<file path="config.mk">
export PLATFORM = sky130hd
export DESIGN_NAME = mips_multicycle_control
export DESIGN_NICKNAME = d
export VERILOG_FILES = /design/src/rtl/mips_ctrl_pkg.sv /design/src/rtl/mips_multicycle_control_outdec.sv /design/src/rtl/mips_multicycle_control.sv
export SDC_FILE = /design/constraint.sdc
export NUM_CORES = 1
export LEC_CHECK = 0
export CAP_MARGIN = 20
export CORE_MARGIN = 8
export CORE_UTILIZATION = 43
export DETAILED_ROUTE_END_ITERATION = 7
export PLACE_DENSITY_LB_ADDON = 0.25
export SETUP_SLACK_MARGIN = 0.15
export SLEW_MARGIN = 0
export SYNTH_ARGS = -nofsm -noshare
export SYNTH_HDL_FRONTEND = slang
export SYNTH_SLANG_ARGS = --single-unit
</file>
<file path="constraint.sdc">
create_clock -name clk -period 5 [get_ports clk]
set_input_delay 1.25 -clock clk [delete_from_list [all_inputs] [get_ports clk]]
set_output_delay 1.25 -clock clk [all_outputs]
set_load 0.01 [all_outputs]
</file>
<file path="src/rtl/mips_ctrl_pkg.sv">
// mips_ctrl_pkg: opcode, state, alu_op and mux-select encodings for the multicycle control unit
package mips_ctrl_pkg;
    localparam logic [5:0] OP_R    = 6'b000000;
    localparam logic [5:0] OP_LW   = 6'b100011;
    localparam logic [5:0] OP_SW   = 6'b101011;
    localparam logic [5:0] OP_BEQ  = 6'b000100;
    localparam logic [5:0] OP_BNE  = 6'b000101;
    localparam logic [5:0] OP_ADDI = 6'b001000;
    localparam logic [5:0] OP_ANDI = 6'b001100;
    localparam logic [5:0] OP_ORI  = 6'b001101;
    localparam logic [5:0] OP_LUI  = 6'b001111;
    localparam logic [5:0] OP_J    = 6'b000010;

    typedef enum logic [3:0] {
        S_START, S_FETCH, S_DECODE, S_MEMADR, S_MEMRD, S_MEMWB, S_MEMWR,
        S_RTEX, S_RTWB, S_IEX, S_IWB, S_BRANCH, S_JUMP
    } state_t;

    localparam logic [3:0] ALU_ADD   = 4'b0000;
    localparam logic [3:0] ALU_SUB   = 4'b0001;
    localparam logic [3:0] ALU_RTYPE = 4'b0010;
    localparam logic [3:0] ALU_AND   = 4'b0011;
    localparam logic [3:0] ALU_LUI   = 4'b0100;
    localparam logic [3:0] ALU_OR    = 4'b0101;

    localparam logic [1:0] PC_ALU    = 2'b00;
    localparam logic [1:0] PC_ALUOUT = 2'b01;
    localparam logic [1:0] PC_JUMP   = 2'b10;

    localparam logic [1:0] SRCB_B    = 2'b00;
    localparam logic [1:0] SRCB_4    = 2'b01;
    localparam logic [1:0] SRCB_IMM  = 2'b10;
    localparam logic [1:0] SRCB_IMM2 = 2'b11;

    function automatic logic [3:0] imm_alu_op(input logic [5:0] op);
        return op == OP_ANDI ? ALU_AND : op == OP_ORI ? ALU_OR : op == OP_LUI ? ALU_LUI : ALU_ADD;
    endfunction

    function automatic logic legal_op(input logic [5:0] op);
        return op inside {OP_R, OP_LW, OP_SW, OP_BEQ, OP_BNE, OP_ADDI, OP_ANDI, OP_ORI, OP_LUI, OP_J};
    endfunction
endpackage

</file>
<file path="src/rtl/mips_multicycle_control_outdec.sv">
// mips_ctrl_outdec: Moore decode of state into datapath controls; FETCH write enables wait on mem_ready
module mips_ctrl_outdec
    import mips_ctrl_pkg::*;
(
    input  state_t     state,
    input  logic [5:0] opcode,
    input  logic       zero,
    input  logic       mem_ready,
    output logic       mem_req,
    output logic       i_or_d,
    output logic       mem_write,
    output logic       ir_write,
    output logic       pc_write,
    output logic [1:0] pc_src,
    output logic       alu_src_a,
    output logic [1:0] alu_src_b,
    output logic [3:0] alu_op,
    output logic       reg_write,
    output logic       reg_dst,
    output logic       mem_to_reg,
    output logic       illegal_op
);
    always_comb begin
        mem_req    = 1'b0;
        i_or_d     = 1'b0;
        mem_write  = 1'b0;
        ir_write   = 1'b0;
        pc_write   = 1'b0;
        pc_src     = PC_ALU;
        alu_src_a  = 1'b0;
        alu_src_b  = SRCB_B;
        alu_op     = ALU_ADD;
        reg_write  = 1'b0;
        reg_dst    = 1'b0;
        mem_to_reg = 1'b0;
        illegal_op = 1'b0;
        case (state)
            S_FETCH: begin
                mem_req   = 1'b1;
                alu_src_b = SRCB_4;
                ir_write  = mem_ready;
                pc_write  = mem_ready;
            end
            S_DECODE: begin
                alu_src_b  = SRCB_IMM2;
                illegal_op = !legal_op(opcode);
            end
            S_MEMADR: begin
                alu_src_a = 1'b1;
                alu_src_b = SRCB_IMM;
            end
            S_MEMRD: begin
                mem_req = 1'b1;
                i_or_d  = 1'b1;
            end
            S_MEMWB: begin
                reg_write  = 1'b1;
                mem_to_reg = 1'b1;
            end
            S_MEMWR: begin
                mem_req   = 1'b1;
                i_or_d    = 1'b1;
                mem_write = 1'b1;
            end
            S_RTEX: begin
                alu_src_a = 1'b1;
                alu_op    = ALU_RTYPE;
            end
            S_RTWB: begin
                reg_write = 1'b1;
                reg_dst   = 1'b1;
            end
            S_IEX: begin
                alu_src_a = 1'b1;
                alu_src_b = SRCB_IMM;
                alu_op    = imm_alu_op(opcode);
            end
            S_IWB: reg_write = 1'b1;
            S_BRANCH: begin
                alu_src_a = 1'b1;
                alu_op    = ALU_SUB;
                pc_src    = PC_ALUOUT;
                pc_write  = opcode == OP_BNE ? !zero : zero;
            end
            S_JUMP: begin
                pc_src   = PC_JUMP;
                pc_write = 1'b1;
            end
            default: ;
        endcase
    end
endmodule

</file>
<file path="src/rtl/mips_multicycle_control.sv">
// mips_multicycle_control: state register and next-state logic of the multicycle MIPS main control
module mips_multicycle_control
    import mips_ctrl_pkg::*;
(
    input  logic       clk,
    input  logic       rst_n,
    input  logic [5:0] opcode,
    input  logic       zero,
    input  logic       mem_ready,
    output logic       mem_req,
    output logic       i_or_d,
    output logic       mem_write,
    output logic       ir_write,
    output logic       pc_write,
    output logic [1:0] pc_src,
    output logic       alu_src_a,
    output logic [1:0] alu_src_b,
    output logic [3:0] alu_op,
    output logic       reg_write,
    output logic       reg_dst,
    output logic       mem_to_reg,
    output logic       illegal_op
);
    state_t state_q, state_d;

    always_comb begin
        state_d = S_FETCH;
        case (state_q)
            S_FETCH:  state_d = mem_ready ? S_DECODE : S_FETCH;
            S_DECODE: case (opcode)
                OP_LW, OP_SW:                      state_d = S_MEMADR;
                OP_R:                              state_d = S_RTEX;
                OP_ADDI, OP_ANDI, OP_ORI, OP_LUI:  state_d = S_IEX;
                OP_BEQ, OP_BNE:                    state_d = S_BRANCH;
                OP_J:                              state_d = S_JUMP;
                default:                           state_d = S_FETCH;
            endcase
            S_MEMADR: state_d = opcode == OP_LW ? S_MEMRD : S_MEMWR;
            S_MEMRD:  state_d = mem_ready ? S_MEMWB : S_MEMRD;
            S_MEMWR:  state_d = mem_ready ? S_FETCH : S_MEMWR;
            S_RTEX:   state_d = S_RTWB;
            S_IEX:    state_d = S_IWB;
            default:  state_d = S_FETCH;
        endcase
    end

    always_ff @(posedge clk) begin
        state_q <= !rst_n ? S_START : state_d;
    end

    mips_ctrl_outdec u_outdec (
        .state      (state_q),
        .opcode     (opcode),
        .zero       (zero),
        .mem_ready  (mem_ready),
        .mem_req    (mem_req),
        .i_or_d     (i_or_d),
        .mem_write  (mem_write),
        .ir_write   (ir_write),
        .pc_write   (pc_write),
        .pc_src     (pc_src),
        .alu_src_a  (alu_src_a),
        .alu_src_b  (alu_src_b),
        .alu_op     (alu_op),
        .reg_write  (reg_write),
        .reg_dst    (reg_dst),
        .mem_to_reg (mem_to_reg),
        .illegal_op (illegal_op)
    );
endmodule

</file>
[After elaboration in Yosys (flattened, before gate mapping)]
Index checks and enable logic that the tools add are counted.
Operators by class
  reduce and logical (&&, ||, !) cells: 12
  muxes and demuxes: 23
  equal/unequal tests: 21
Operators by type and width (number)
  4-bit one-hot mux with 7 select lines: 1
  6-bit by 4-bit equality test with 1-bit output (second input constant): 4
  4-bit equality test (second input constant): 5
  4-bit one-hot mux with 5 select lines: 1
  4-bit by 3-bit equality test with 1-bit output (second input constant): 4
  6-bit by 3-bit equality test with 1-bit output (second input constant): 2
  6-bit equality test (second input constant): 2
  4-bit one-hot mux with 3 select lines: 1
  1-bit 2-to-1 mux: 11
  10-bit nonzero test: 1
  4-bit by 2-bit equality test with 1-bit output (second input constant): 2
  4-bit 2-to-1 mux: 2
  2-bit OR reduction: 4
  4-bit OR reduction: 2
  6-bit by 2-bit equality test with 1-bit output (second input constant): 1
  6-bit logical NOT: 1
  3-bit 2-to-1 mux: 2
  2-bit one-hot mux with 3 select lines: 1
  3-bit OR reduction: 2
  4-bit by 1-bit equality test with 1-bit output (second input constant): 1
  2-bit 2-to-1 mux: 2
  2-bit one-hot mux with 2 select lines: 1
  1-bit one-hot mux with 3 select lines: 1
  1-bit logical NOT: 2
Storage, ports and cells
  input port bits: 10
  word-level logic and storage cells: 57
  output and inout bits: 18
  register bits: 4

[Depth between registers and ports, before layout]
  word-level depth: 5
  mapped depth: 5
  gate-level depth less buffers: 4

[Cells and area by module]
Synthesis repeated with hierarchy kept, for this count alone.
Second synthesis, totals
  cell total of the unflattened synthesis: 99
  area, all modules: 654.4 µm²
Modules (own cells, without submodules)
  mips_multicycle_control: cells an instance 45, times used 1, seq. area each 80.1 µm², area an instance 356.6 µm²
  mips_ctrl_outdec: cells an instance 54, times used 1, seq. area each 0.0 µm², area an instance 297.8 µm²

[Least setup slack after synthesis]
OpenSTA, ideal clock, no wires.
  path type: input port to output port
  start point: input port opcode[2]
  end point: output port illegal_op
  stages: 5
  data arrival time: 2.227 ns
  path slack: 1.523 ns
  required time: 3.750 ns
  buffers on the path: 1
  cells stage by stage: clkbuf_1 > o21ai_0 > and3_1 > nor4_1 > a21boi_0
Between the ends
  cells in the longest elaborated chain, start to end: 4
  elaborated cells on any way between the ends: 13
  classes of those cells: eq/ne (9); mux (1); reduce/logical (3)
Ends and longest elaborated chain
  start, declared: RTL line mips_multicycle_control.sv:7  | input logic [5:0] opcode,
  6-bit equality test (tied with other cells): RTL line mips_ctrl_pkg.sv:40  | return op inside {OP_R, OP_LW, OP_SW, OP_BEQ, OP_BNE, OP_ADDI, OP_ANDI, OP_ORI, OP_LUI, OP_J};
  10-bit nonzero test (*): RTL line mips_ctrl_pkg.sv:40
  1-bit logical NOT (*): RTL line mips_multicycle_control_outdec.sv:46  | illegal_op = !legal_op(opcode);
  1-bit 2-to-1 mux (*): RTL line mips_multicycle_control_outdec.sv:37  | case (state)
  end, declared: RTL line mips_multicycle_control.sv:22  | output logic illegal_op
Every way passes the cells marked *; elsewhere a longest branch is shown, timed or not.

[Final worst setup path]
Same ends and word-level chain as after synthesis.

==> flow_summary.ini <==
[outcome]
outcome = completed

[finish]
synthToLayoutAreaGrowth_pct = 44.7
diodes = 0
drive_above_1_share_pct = 6.96
final_cells = 130
final_common_cell = clkdlybuf4s50_1
fin_nets = 127
reg.largest.list = state_q x4
regMostFlops = state_q
seqCellArea_sq_um = 80.1
largest_register_ffs = 4
multi_input_area_sq_um = 487
post-route-util_pct = 66.8
n_fill_cell = 124
final_cell_mix = clkdlybuf4s50_1, nor2_1, nand2_1, nand2b_1
fin_area_sq_um = 880

[worst_setup_path]
critPathCapture = illegal_op
path_depth = 6
crit_buf_inv = 2
worstPathArrival_ns = 3.15
r2r_setup_slack_ns = 3.41
startpoint_type = input pin
crit_top_cell = clkdlybuf4s50_1
required_ns = 3.75
slowest_delay_ns = 0.57
setup.worst_path.start = opcode[2]
cp_cell_sequence = clkdlybuf4s50_1 -> nand2b_1 -> and3_1 -> nor4_1 -> a21boi_0 -> clkdlybuf4s50_1
r2r-start = state_q[1]$_SDFF_PN0_
r2r_cells = 4
critPathKind = input pin to output port
path_max_fanout = 9
cp-end-kind = output port
path_delay_family = buffers and inverters
timing.rr.end = state_q[2]$_SDFF_PN0_
cpMaxStageDelayCell = clkdlybuf4s50_1

[clock_tree]
cts_tree = built
holdBufCountCts = 0
cts_setup_buffers = 0
clk_pin_slew_ns = 0.04
clkLatencyLatePin_ns = 0.24
clockBufferDepth = 2
cts_resized = 0
h-tree-depth = 1
cts_root_buf = clkbuf_4
clock-sinks = 4
numCtsBuffers = 3

[global_route]
grt_antenna_before_repair = 0
met1_usage_pct = 17.2
grt-ovfl-total = 0
grt_pass1_vias = 664
use_met2_pct = 20.7
grt_pass1_wl_mm = 3.02
grt_max_degree = 17
grtUsageMet3_pct = 4.96
track_usage_pct = 13.4
busiest_layer = met2

[routing]
via_count = 737
avgViaCountPerCell = 5.67
firstDrtPassIters = 4
drt_iter0_markers = 12
ant_nets = 0
wirelength_mm = 1.89
post_drt_wl_per_cell_um = 14.6
drc = 0

[floorplanning]
fp.dieH_um = 53.6
dieArea_sq_mm = 0.00287
pin_count = 28
fp.dieW_um = 53.6
initial_core_util_pct = 46.2
rows = 13
core_sq_mm = 0.00132

[min_path]
hold_path.class = register to register

[power_and_ir_drop]
powerDensity_mw_per_mm2 = 159
power.leakage_nw = 0.327
finalPower_mw = 0.140
max-vdd-ir-drop_v = 0.000145

[yosys]
yosysUniqueCellTypes = 37
synth_cells = 93
ys_ff_latch = 4
syn_area_per_cell_sq_um = 6.54
yosysWarningCount = 0
ys_seq_area_share_pct = 13.2
syn-cell-area_sq_um = 608
synth_nets = 103

[placement]
place_ws_ns = 0.610
portBuffers = 26
hpwl_mm = 1.47
dp_cells = 127
gp_routability_congestion = 0.923
place_area_sq_um = 857

[sta]
fin_setup_tns_ns = 0
fmax_mhz = 227
final.period_utilization_pct = 88.1
period_needed_ns = 4.40
final_hold_viol_count = 0
fin_worst_skew_ns = 0.0110
holdWs_ns = 0.700
timing.final.max_slew_violations = 0
finalWorstSetupSlack_ns = 0.596
grt_setup_unrepaired = no
setup_violations = 0

[run]
cap_violations = 0
[synthesized netlist by cell type]
master	n	area share, %
nand4_1	1	1.0
nor3_1	4	3.3
xnor2_1	1	1.4
clkbuf_1	6	3.7
o211a_1	1	1.6
nor4b_1	1	1.4
a211oi_1	1	1.2
nor2b_1	4	4.1
buf_4	2	2.5
nand2b_1	8	8.2
a31oi_1	2	2.1
a21oi_1	2	1.6
a2bb2oi_1	1	1.4
mux2i_1	1	1.6
o21a_1	2	2.5
a211o_1	2	2.9
a21o_1	1	1.2
or4_4	1	1.9
conb_1	1	0.62
a21boi_0	3	3.7
o21bai_1	1	1.2
o22ai_1	2	2.1
nand4b_1	1	1.4
dfxtp_1	4	13
o31ai_1	1	1.2
nand3b_1	2	2.5
nand2b_4	1	2.3
nand3_1	4	3.3
and3_1	1	1.0
nor4_1	2	2.1
o41ai_1	1	1.4
nor2_1	13	8.0
nand2_1	9	5.6
nor4b_2	1	2.5
or2_2	1	1.0
o21ai_0	3	2.5
inv_1	1	0.62
[power by group]
group	internal (mW)	switching, mW	total, mW
logic	0.0310	0.0267	0.0577
clock network	0.0270	0.0148	0.0418
registers	0.0340	0.00653	0.0406
[how the worst min path moves through the flow]
| stage | start | to | cells past startpoint |
|---|---|---|---|
| after floorplan | state_q[2]$_SDFF_PN0_ | state_q[3]$_SDFF_PN0_ | 2 |
| after global placement | state_q[0]$_SDFF_PN0_ | state_q[3]$_SDFF_PN0_ | 2 |
| after detailed placement | state_q[0]$_SDFF_PN0_ | state_q[3]$_SDFF_PN0_ | 2 |
| after CTS | state_q[0]$_SDFF_PN0_ | state_q[3]$_SDFF_PN0_ | 2 |
| after global routing | state_q[0]$_SDFF_PN0_ | state_q[3]$_SDFF_PN0_ | 2 |
| final | state_q[0]$_SDFF_PN0_ | state_q[3]$_SDFF_PN0_ | 2 |
[layer usage]
| layer | up-vias | share of wire [%] |
|---|---|---|
| li1 | 381 | - |
| met1 | 328 | 45 |
| met2 | 28 | 45 |
| met3 | 0 | 9.8 |
| met4 | 0 | 0 |
| met5 | - | 0 |
[cells by family after synthesis]
family                    synth area share (%)
and+or+nand+nor                           49.6
AOI/OAI and AO/OA                         26.7
buffers and inverters                     6.79
DFF                                       13.2
xor gates and xnor gates                  1.44
muxes                                     1.65
other                                    0.617
[worst reg2reg max path, delay by kind of cell, from the launching register on]
family | cells | cell delay, ns
and+or+nand+nor | 3 | 0.82
DFF | 1 | 0.56
AOI/OAI and AO/OA | 1 | 0.14
[area by class of cell]
cell class,instances,area share (%)
clock buffers,3,2.56
multi-input cells,80,55.3
well taps,15,2.13
inverters,1,0.427
repair buffers,27,30.4
flip-flops and latches,4,9.10
No activity file was read; power rests on OpenSTA's default activity.
